### config.mk
export PLATFORM = sky130hd
export DESIGN_NAME = fetch_unit
export DESIGN_NICKNAME = d
export VERILOG_FILES = /design/src/rtl/corerv_pkg.sv /design/src/rtl/fetch_fifo.sv /design/src/rtl/fetch_unit.sv
export SDC_FILE = /design/constraint.sdc
export NUM_CORES = 1
export LEC_CHECK = 0
export CAP_MARGIN = 20
export CORE_MARGIN = 1.5
export CORE_UTILIZATION = 45
export DETAILED_ROUTE_END_ITERATION = 12
export GPL_TIMING_DRIVEN = 0
export PLACE_DENSITY = 0.64
export SYNTH_ARGS = -nofsm -noshare
export SYNTH_HDL_FRONTEND = slang
export SYNTH_SLANG_ARGS = --single-unit
### constraint.sdc
create_clock -name clk -period 4.1 [get_ports clk]
set_input_delay 0.41 -clock clk [delete_from_list [all_inputs] [get_ports clk]]
set_output_delay 0.41 -clock clk [all_outputs]
set_load 0.02 [all_outputs]
### src/rtl/corerv_pkg.sv
// Shared definitions for the RV32 core front end.
//   XLEN / RESET_PC_DEFAULT : data-path width and default boot address
//   axi_resp_e              : AXI read-response encodings
//   fetch_entry_t           : one buffered fetch result {pc, instr, fault}
//   ar_state_e              : read-address channel hold state
//   word_align()            : clears the two low address bits
package corerv_pkg;

  localparam int unsigned     XLEN             = 32;
  localparam logic [XLEN-1:0] RESET_PC_DEFAULT = 32'h0000_0000;

  typedef enum logic [1:0] {
    RESP_OKAY   = 2'b00,
    RESP_EXOKAY = 2'b01,
    RESP_SLVERR = 2'b10,
    RESP_DECERR = 2'b11
  } axi_resp_e;

  typedef struct packed {
    logic [XLEN-1:0] pc;
    logic [XLEN-1:0] instr;
    logic            fault;
  } fetch_entry_t;

  // HOLD_STALE: the held request was issued before a redirect, so its
  // acceptance must not advance the (already redirected) fetch PC.
  typedef enum logic [1:0] {
    AR_IDLE,
    AR_HOLD,
    AR_HOLD_STALE
  } ar_state_e;

  function automatic logic [XLEN-1:0] word_align(input logic [XLEN-1:0] addr);
    return {addr[XLEN-1:2], 2'b00};
  endfunction

endpackage

### src/rtl/fetch_fifo.sv
// Instruction buffer: synchronous FIFO of fetch_entry_t.
//   clk, rst    : clock, synchronous active-high reset
//   push        : write push_data (ignored when full and not popping)
//   push_data   : entry to enqueue
//   pop         : remove head entry (ignored when empty)
//   flush       : drop all entries (wins over push/pop)
//   full, empty : occupancy flags
//   count       : number of valid entries
//   head        : oldest entry, straight from a storage register
module fetch_fifo
  import corerv_pkg::*;
#(
  parameter  int unsigned DEPTH = 4,
  localparam int unsigned CW    = $clog2(DEPTH) + 1
) (
  input  logic         clk,
  input  logic         rst,
  input  logic         push,
  input  fetch_entry_t push_data,
  input  logic         pop,
  input  logic         flush,
  output logic         full,
  output logic         empty,
  output logic [CW-1:0] count,
  output fetch_entry_t head
);

  localparam int unsigned AW = $clog2(DEPTH);

  fetch_entry_t   r_mem [DEPTH];
  logic [CW-1:0]  r_count;

  fetch_entry_t   w_mem_nxt [DEPTH];
  logic           w_pop;
  logic           w_push;
  logic [AW-1:0]  w_wr_idx;

  // Shift-down organisation keeps the head permanently in slot 0.
  always_comb begin
    w_pop    = pop && (r_count != '0);
    w_push   = push && ((r_count != CW'(DEPTH)) || w_pop);
    w_wr_idx = AW'(r_count - CW'(w_pop));
    w_mem_nxt = r_mem;
    if (w_pop) begin
      for (int unsigned i = 0; i < DEPTH - 1; i++) begin
        w_mem_nxt[i] = r_mem[i+1];
      end
    end
    if (w_push) begin
      w_mem_nxt[w_wr_idx] = push_data;
    end
  end

  always_ff @(posedge clk) begin
    if (rst) begin
      r_count <= '0;
      for (int unsigned i = 0; i < DEPTH; i++) begin
        r_mem[i] <= '0;
      end
    end else if (flush) begin
      r_count <= '0;
    end else begin
      r_mem   <= w_mem_nxt;
      r_count <= r_count + CW'(w_push) - CW'(w_pop);
    end
  end

  assign full  = (r_count == CW'(DEPTH));
  assign empty = (r_count == '0);
  assign count = r_count;
  assign head  = r_mem[0];

endmodule

### src/rtl/fetch_unit.sv
// RV32 instruction fetch stage.
//   clk, rst                     : clock, synchronous active-high reset
//   imem_ar{addr,valid,ready}    : instruction-memory read-address channel
//   imem_r{data,resp,valid,ready}: instruction-memory read-data channel
//   instr_o, pc_o, instr_fault_o : buffered instruction, its PC, fault flag
//   instr_valid_o, instr_ready_i : handshake towards decode
//   redirect_i, redirect_pc_i    : flush buffer and restart fetch at new PC
module fetch_unit
  import corerv_pkg::*;
#(
  parameter logic [XLEN-1:0] RESET_PC        = RESET_PC_DEFAULT,
  parameter int unsigned     FIFO_DEPTH      = 4,
  parameter int unsigned     MAX_OUTSTANDING = 4
) (
  input  logic            clk,
  input  logic            rst,
  output logic [XLEN-1:0] imem_araddr,
  output logic            imem_arvalid,
  input  logic            imem_arready,
  input  logic [XLEN-1:0] imem_rdata,
  input  logic [1:0]      imem_rresp,
  input  logic            imem_rvalid,
  output logic            imem_rready,
  output logic [XLEN-1:0] instr_o,
  output logic [XLEN-1:0] pc_o,
  output logic            instr_fault_o,
  output logic            instr_valid_o,
  input  logic            instr_ready_i,
  input  logic            redirect_i,
  input  logic [XLEN-1:0] redirect_pc_i
);

  localparam int unsigned CW = $clog2(FIFO_DEPTH) + 1;

  ar_state_e       r_ar_state;
  logic [XLEN-1:0] r_fetch_pc;
  logic [XLEN-1:0] r_resp_pc;
  logic [XLEN-1:0] r_araddr;
  logic [CW-1:0]   r_outstanding;
  logic [CW-1:0]   r_drop_cnt;

  ar_state_e       w_ar_state_nxt;
  logic            w_can_issue;
  logic            w_arvalid;
  logic            w_ar_hs;
  logic            w_r_hs;
  logic [CW-1:0]   w_out_nxt;
  logic            w_push_req;
  logic            w_push;
  logic            w_pop;
  fetch_entry_t    w_entry;
  fetch_entry_t    w_head;
  logic            w_fifo_full;
  logic            w_fifo_empty;
  logic [CW-1:0]   w_fifo_count;

  always_comb begin
    // Credits: every in-flight request already owns a buffer slot.
    w_can_issue = (({1'b0, r_outstanding} + {1'b0, w_fifo_count}) < (CW+1)'(FIFO_DEPTH))
               && (r_outstanding < CW'(MAX_OUTSTANDING));
    w_arvalid   = 1'b0;
    if (!rst) begin
      w_arvalid = (r_ar_state != AR_IDLE) || (w_can_issue && !redirect_i);
    end
    w_ar_hs    = w_arvalid && imem_arready;
    w_r_hs     = imem_rvalid && !rst;
    w_out_nxt  = r_outstanding + CW'(w_ar_hs) - CW'(w_r_hs);
    w_push_req = w_r_hs && (r_drop_cnt == '0) && !redirect_i;
    w_push     = w_push_req && (!w_fifo_full || w_pop);
    w_pop      = !w_fifo_empty && instr_ready_i;
    w_entry    = '{pc: r_resp_pc, instr: imem_rdata, fault: (imem_rresp != RESP_OKAY)};

    w_ar_state_nxt = r_ar_state;
    unique case (r_ar_state)
      AR_IDLE:       if (w_arvalid && !imem_arready) w_ar_state_nxt = AR_HOLD;
      AR_HOLD:       if (imem_arready)               w_ar_state_nxt = AR_IDLE;
                     else if (redirect_i)            w_ar_state_nxt = AR_HOLD_STALE;
      AR_HOLD_STALE: if (imem_arready)               w_ar_state_nxt = AR_IDLE;
      default:                                       w_ar_state_nxt = AR_IDLE;
    endcase

    imem_arvalid = w_arvalid;
    imem_araddr  = (r_ar_state == AR_IDLE) ? r_fetch_pc : r_araddr;
  end

  always_ff @(posedge clk) begin
    if (rst) begin
      r_ar_state <= AR_IDLE;
    end else begin
      r_ar_state <= w_ar_state_nxt;
    end
  end

  always_ff @(posedge clk) begin
    if (rst) begin
      r_fetch_pc    <= RESET_PC;
      r_resp_pc     <= RESET_PC;
      r_araddr      <= RESET_PC;
      r_outstanding <= '0;
      r_drop_cnt    <= '0;
    end else begin
      r_araddr      <= imem_araddr;
      r_outstanding <= w_out_nxt;
      if (redirect_i) begin
        r_fetch_pc <= word_align(redirect_pc_i);
        r_resp_pc  <= word_align(redirect_pc_i);
        // A still-held request will be answered later, so it is stale too.
        r_drop_cnt <= w_out_nxt + CW'(w_arvalid && !imem_arready);
      end else begin
        if (w_ar_hs && (r_ar_state != AR_HOLD_STALE)) begin
          r_fetch_pc <= r_fetch_pc + 32'd4;
        end
        if (w_push) begin
          r_resp_pc <= r_resp_pc + 32'd4;
        end
        if (w_r_hs && (r_drop_cnt != '0)) begin
          r_drop_cnt <= r_drop_cnt - 1'b1;
        end
      end
    end
  end

  fetch_fifo #(
    .DEPTH(FIFO_DEPTH)
  ) u_fifo (
    .clk       (clk),
    .rst       (rst),
    .push      (w_push),
    .push_data (w_entry),
    .pop       (w_pop),
    .flush     (redirect_i),
    .full      (w_fifo_full),
    .empty     (w_fifo_empty),
    .count     (w_fifo_count),
    .head      (w_head)
  );

  assign imem_rready   = 1'b1;
  assign instr_o       = w_head.instr;
  assign pc_o          = w_head.pc;
  assign instr_fault_o = w_head.fault;
  assign instr_valid_o = !w_fifo_empty;

endmodule

==> report_table.html <==
<table>
<tr><th>Metric</th><th>Value</th></tr>
<tr><th colspan="2">Clocking</th></tr>
<tr><td>Clk Latency, worst-skew pair</td><td>between 0.5 and 0.6 ns</td></tr>
<tr><td>Clk sinks</td><td>363</td></tr>
<tr><td>Clock-pin slew on the worst setup and hold paths</td><td>approximately 0.06 ns</td></tr>
<tr><td>CTS root buffer</td><td>sky130_fd_sc_hd__clkbuf_16</td></tr>
<tr><td>Clock buffers created by TritonCTS</td><td>between 40 and 50</td></tr>
<tr><td>Maximum clock path buffer count</td><td>3</td></tr>
<tr><td>H-tree depth</td><td>2</td></tr>
<tr><td>CTS tree</td><td>yes</td></tr>
<tr><th colspan="2">Pwr</th></tr>
<tr><td>Total power after layout</td><td>0.00929 W</td></tr>
<tr><td>Highest ir drop seen on vdd</td><td>0.302 mV</td></tr>
<tr><td>Leakage power summed over all cells</td><td>around 7 nW</td></tr>
<tr><td>Pwr/cell area</td><td>approximately 450 nW/um2</td></tr>
<tr><th colspan="2">Drt</th></tr>
<tr><td>Final routed wirelength across all metal layers</td><td>54000 um</td></tr>
<tr><td>Starting DRT DRC Count</td><td>roughly 1.1k</td></tr>
<tr><td># DRC</td><td>0</td></tr>
<tr><td>Number of vias after detailed routing</td><td>15.9k</td></tr>
<tr><td>Length of the first detailed-routing pass in iterations</td><td>5</td></tr>
<tr><td>Number of routed nets with antenna violations</td><td>0</td></tr>
<tr><td>Wirelength per Cell</td><td>19.0 um</td></tr>
<tr><td>Average via count per standard cell</td><td>between 5 and 6</td></tr>
<tr><th colspan="2">Setup path</th></tr>
<tr><td>Worst path required time</td><td>between 4 and 5 ns</td></tr>
<tr><td>R2r endpoint</td><td>u_fifo.r_mem[183]</td></tr>
<tr><td>Sort of element at the end of the critical path</td><td>register</td></tr>
<tr><td>Type of the setup path with the least slack</td><td>register to register</td></tr>
<tr><td>Reg2reg setup slack</td><td>~0.21 ns</td></tr>
<tr><td>Maximum fanout count along the critical path</td><td>10</td></tr>
<tr><td>Worst Reg-to-Reg Cells</td><td>14</td></tr>
<tr><td>CP Data Arrival Time</td><td>between 4 and 5 ns</td></tr>
<tr><td>Launch point of the worst reg-to-reg path</td><td>u_fifo.count[1]</td></tr>
<tr><td>Critical Path Source Type</td><td>register</td></tr>
<tr><th colspan="2">Floorplan</th></tr>
<tr><td>Y dimension of the die</td><td>roughly 200 um</td></tr>
<tr><td>Core ar.</td><td>36900 um2</td></tr>
<tr><td>Effective utilization at floorplan</td><td>a little under half</td></tr>
<tr><td>Horiz. Die Dim</td><td>between 150 and 200 um</td></tr>
<tr><td>Number of I/O pins</td><td>about 170</td></tr>
<tr><td>DIE AREA</td><td>just under 40000 um2</td></tr>
<tr><td>Num rows</td><td>70</td></tr>
<tr><th colspan="2">Final layout</th></tr>
<tr><td>Share of final-layout standard cells stronger than drive strength 1</td><td>8.39%</td></tr>
<tr><td>Area growth from synthesis to final layout</td><td>22.6%</td></tr>
<tr><td>Nets@finish</td><td>around 2.4k</td></tr>
<tr><td>Number of antenna diodes</td><td>0</td></tr>
<tr><th colspan="2">STA</th></tr>
<tr><td>Minimum hold slack</td><td>0.452 ns</td></tr>
<tr><td>Achievable frequency</td><td>roughly 260 MHz</td></tr>
<tr><td>Max-Slew Margin vs Limit</td><td>between 20% and 30%</td></tr>
<tr><td>Final-report setup violation count</td><td>0</td></tr>
<tr><td>Slew at the pin closest to its max-slew limit</td><td>approximately 1.1 ns</td></tr>
<tr><td>Final Hold Vio Count</td><td>0</td></tr>
<tr><td>Min Clock Period, post-route</td><td>between 3 and 4 ns</td></tr>
<tr><td>Clock Skews</td><td>between 0.015 and 0.02 ns</td></tr>
<tr><td>Number of max-slew violations in the final report</td><td>0</td></tr>
<tr><td>Period Utilization, post-route</td><td>94.9%</td></tr>
<tr><th colspan="2">Synthesis</th></tr>
<tr><td>Post-synthesis average cell area</td><td>between 8 and 9 um2</td></tr>
<tr><td>Count of flip-flops with a built-in enable after synthesis</td><td>0</td></tr>
<tr><td>Distinct cell type count after synthesis</td><td>57</td></tr>
<tr><td>Seq/Total Area, Yosys</td><td>42.8%</td></tr>
<tr><td>Commonest register cell after synthesis</td><td>sky130_fd_sc_hd__dfxtp_1</td></tr>
<tr><td>Number of register bits inferred by synthesis</td><td>about 360</td></tr>
<tr><td>Number of warnings reported in the yosys synthesis log</td><td>0</td></tr>
<tr><td>Syn Nets</td><td>roughly 2.2k</td></tr>
<tr><td>Ys async rst share</td><td>0%</td></tr>
<tr><td>Top cells by count, synth</td><td>363 x sky130_fd_sc_hd__dfxtp_1, 243 x sky130_fd_sc_hd__nor2_1, 203 x sky130_fd_sc_hd__a211oi_1</td></tr>
<tr><td>Most used standard cell by instance count after synthesis</td><td>sky130_fd_sc_hd__dfxtp_1</td></tr>
<tr><td>Post-synthesis cell count</td><td>~2.1k</td></tr>
<tr><td>Leading area contributor after synthesis</td><td>sky130_fd_sc_hd__dfxtp_1</td></tr>
<tr><td>Post-synth design cell area</td><td>around 17000 um2</td></tr>
<tr><td>Main area contributors after synthesis</td><td>sky130_fd_sc_hd__dfxtp_1 43%, sky130_fd_sc_hd__a211oi_1 9.0%, sky130_fd_sc_hd__or3_1 6.8%</td></tr>
<tr><td>Synth top area share</td><td>a little over two fifths</td></tr>
<tr><th colspan="2">Min path</th></tr>
<tr><td>Cell depth of the worst min-delay path</td><td>2</td></tr>
<tr><td>Worst hold path class</td><td>register to register</td></tr>
<tr><th colspan="2">Placed design</th></tr>
<tr><td>Buffers added on ports</td><td>166</td></tr>
<tr><td>Routability congestion estimate from global placement</td><td>0.917</td></tr>
<tr><td>Final HPWL DP</td><td>between 40000 and 50000 um</td></tr>
<tr><th colspan="2">Status</th></tr>
<tr><td>Result of the run</td><td>finished, final reports clean</td></tr>
<tr><th colspan="2">GRT</th></tr>
<tr><td>Antenna violations before repair</td><td>1</td></tr>
<tr><td>Vias in the first global route</td><td>around 15k</td></tr>
<tr><td>Total gr overflow</td><td>0</td></tr>
<tr><td>Maximum number of pins on one net before global-route repair</td><td>13</td></tr>
<tr><td>First-pass GRT wire length</td><td>between 80000 and 90000 um</td></tr>
<tr><td>Overall Global Routing Usage</td><td>roughly 28%</td></tr>
<tr><th colspan="2">Flow run</th></tr>
<tr><td>Maximum capacitance violations</td><td>0</td></tr>
</table>
==> metal layers <==
metal	vias up	routed length (um)	global-route usage, %
met2	527	24400	45.2
met4	2	1980	11.1
li1	7811	-	-
met3	122	3340	4.39
met5	-	15	0
met1	7450	24300	36.8
==> worst max-delay path: stages, from the launching register on <==
cell and delay [ns]:
sky130_fd_sc_hd__dfxtp_1 0.35, sky130_fd_sc_hd__clkbuf_1 0.23, sky130_fd_sc_hd__o31ai_4 0.31, sky130_fd_sc_hd__clkbuf_4 0.32
sky130_fd_sc_hd__buf_2 0.32, sky130_fd_sc_hd__inv_1 0.10, sky130_fd_sc_hd__ha_1 0.23, sky130_fd_sc_hd__inv_1 0.07
sky130_fd_sc_hd__ha_1 0.25, sky130_fd_sc_hd__nor2_1 0.16, sky130_fd_sc_hd__and4_2 0.44, sky130_fd_sc_hd__buf_2 0.34
sky130_fd_sc_hd__clkbuf_4 0.33, sky130_fd_sc_hd__o31ai_1 0.10, sky130_fd_sc_hd__a211oi_1 0.24
==> placed cells by master, fill, tap and decap left out, types with 5 or more instances in the layout <==
| cell | instances |
|---|---|
| sky130_fd_sc_hd__dfxtp_1 | 363 |
| sky130_fd_sc_hd__o22ai_1 | 6 |
| sky130_fd_sc_hd__nand4_1 | 22 |
| sky130_fd_sc_hd__mux2i_1 | 13 |
| sky130_fd_sc_hd__and3_1 | 10 |
| sky130_fd_sc_hd__clkdlybuf4s50_1 | 166 |
| sky130_fd_sc_hd__inv_1 | 30 |
| sky130_fd_sc_hd__buf_2 | 6 |
| sky130_fd_sc_hd__clkbuf_1 | 175 |
| sky130_fd_sc_hd__mux2_2 | 31 |
| sky130_fd_sc_hd__nand3_1 | 21 |
| sky130_fd_sc_hd__a31oi_1 | 9 |
| sky130_fd_sc_hd__clkbuf_8 | 14 |
| sky130_fd_sc_hd__ha_1 | 13 |
| sky130_fd_sc_hd__clkbuf_2 | 5 |
| sky130_fd_sc_hd__nor4_1 | 22 |
| sky130_fd_sc_hd__xnor2_1 | 29 |
| sky130_fd_sc_hd__and2_1 | 7 |
| sky130_fd_sc_hd__or3_1 | 185 |
| sky130_fd_sc_hd__clkinv_2 | 7 |
| sky130_fd_sc_hd__o31ai_1 | 10 |
| sky130_fd_sc_hd__nor4b_1 | 5 |
| sky130_fd_sc_hd__a211oi_1 | 203 |
| sky130_fd_sc_hd__and4_1 | 12 |
| sky130_fd_sc_hd__a21oi_1 | 89 |
| sky130_fd_sc_hd__o21ai_0 | 184 |
| sky130_fd_sc_hd__nor2_1 | 243 |
| sky130_fd_sc_hd__buf_1 | 11 |
| sky130_fd_sc_hd__nor3_1 | 31 |
| sky130_fd_sc_hd__a21boi_0 | 13 |
| sky130_fd_sc_hd__nand2_1 | 174 |
| sky130_fd_sc_hd__clkbuf_16 | 45 |
| sky130_fd_sc_hd__buf_4 | 70 |
| sky130_fd_sc_hd__nor2b_1 | 41 |
==> worst max path at each step <==
stage                                from                 to  slack [ns]
after floorplan           u_fifo.count[2]      r_drop_cnt[2]        0.46
after global placement    u_fifo.count[1]   u_fifo.r_mem[95]       -1.72
after detailed placement  u_fifo.count[1]   u_fifo.r_mem[91]       -1.73
after CTS                 u_fifo.count[1]    u_fifo.head[15]        0.03
after global routing      u_fifo.count[1]  u_fifo.r_mem[187]      -0.004
final                     u_fifo.count[1]  u_fifo.r_mem[183]        0.21
==> layout make-up <==
type | count | area, um2
clock inverters | 10 | 81.3
plain buffers | 258 | 1240
flip-flops and latches | 363 | 7270
fillers | 3532 | 16100
clock buffers | 66 | 1350
multi-input cells | 1436 | 8420
repair buffers | 173 | 1720
inverters | 30 | 113
well taps | 504 | 631
==> kinds of logic (layout without fill, tap and decap cells) <==
logic type               after synthesis  after routing  share of synthesized area (%)
XOR/XNOR                              33             33                           1.70
AO/OA/AOI/OAI                        555            555                           20.6
flip-flops                           363            363                           42.8
adder cells (fa/ha/maj)               15             15                           1.19
AND/OR/NAND/NOR                      788            788                           23.0
other                                  1              1                         0.0221
buffers and inverters                288            537                           7.83
multiplexers                          44             44                           2.82
==> per-stage QoR <==
stage	TNS [ns]	setup WS, ns	utilization [%]	instance area, um2	std cells
global placement	-274.92	-1.72	52.2	19300	2757
global route	-0.00367	-0.00367	56.4	20800	2840
CTS	0	0.0268	56.4	20800	2838
finish	0	0.211	56.4	20800	2840
floorplan	0	0.458	-	17000	2087
detailed placement	-250.23	-1.73	52.3	19300	2760
==> repair_timing <==
item                                   in CTS  in global routing
resized for setup                          19                 10
pin swaps                                   0                  1
setup endpoints to repair                 259                 99
gates cloned                                0                  0
hold buffers                                0                  0
endpoints found under the hold margin       0                  0
setup buffers                               2                  2
==> report_power, final <==
group	internal (W)	switching, W
Sequential	0.00373	0.000145
Clock	0.00231	0.00152
Combinational	0.000696	0.000889
Note: power is estimated with default switching activity, not from simulation.
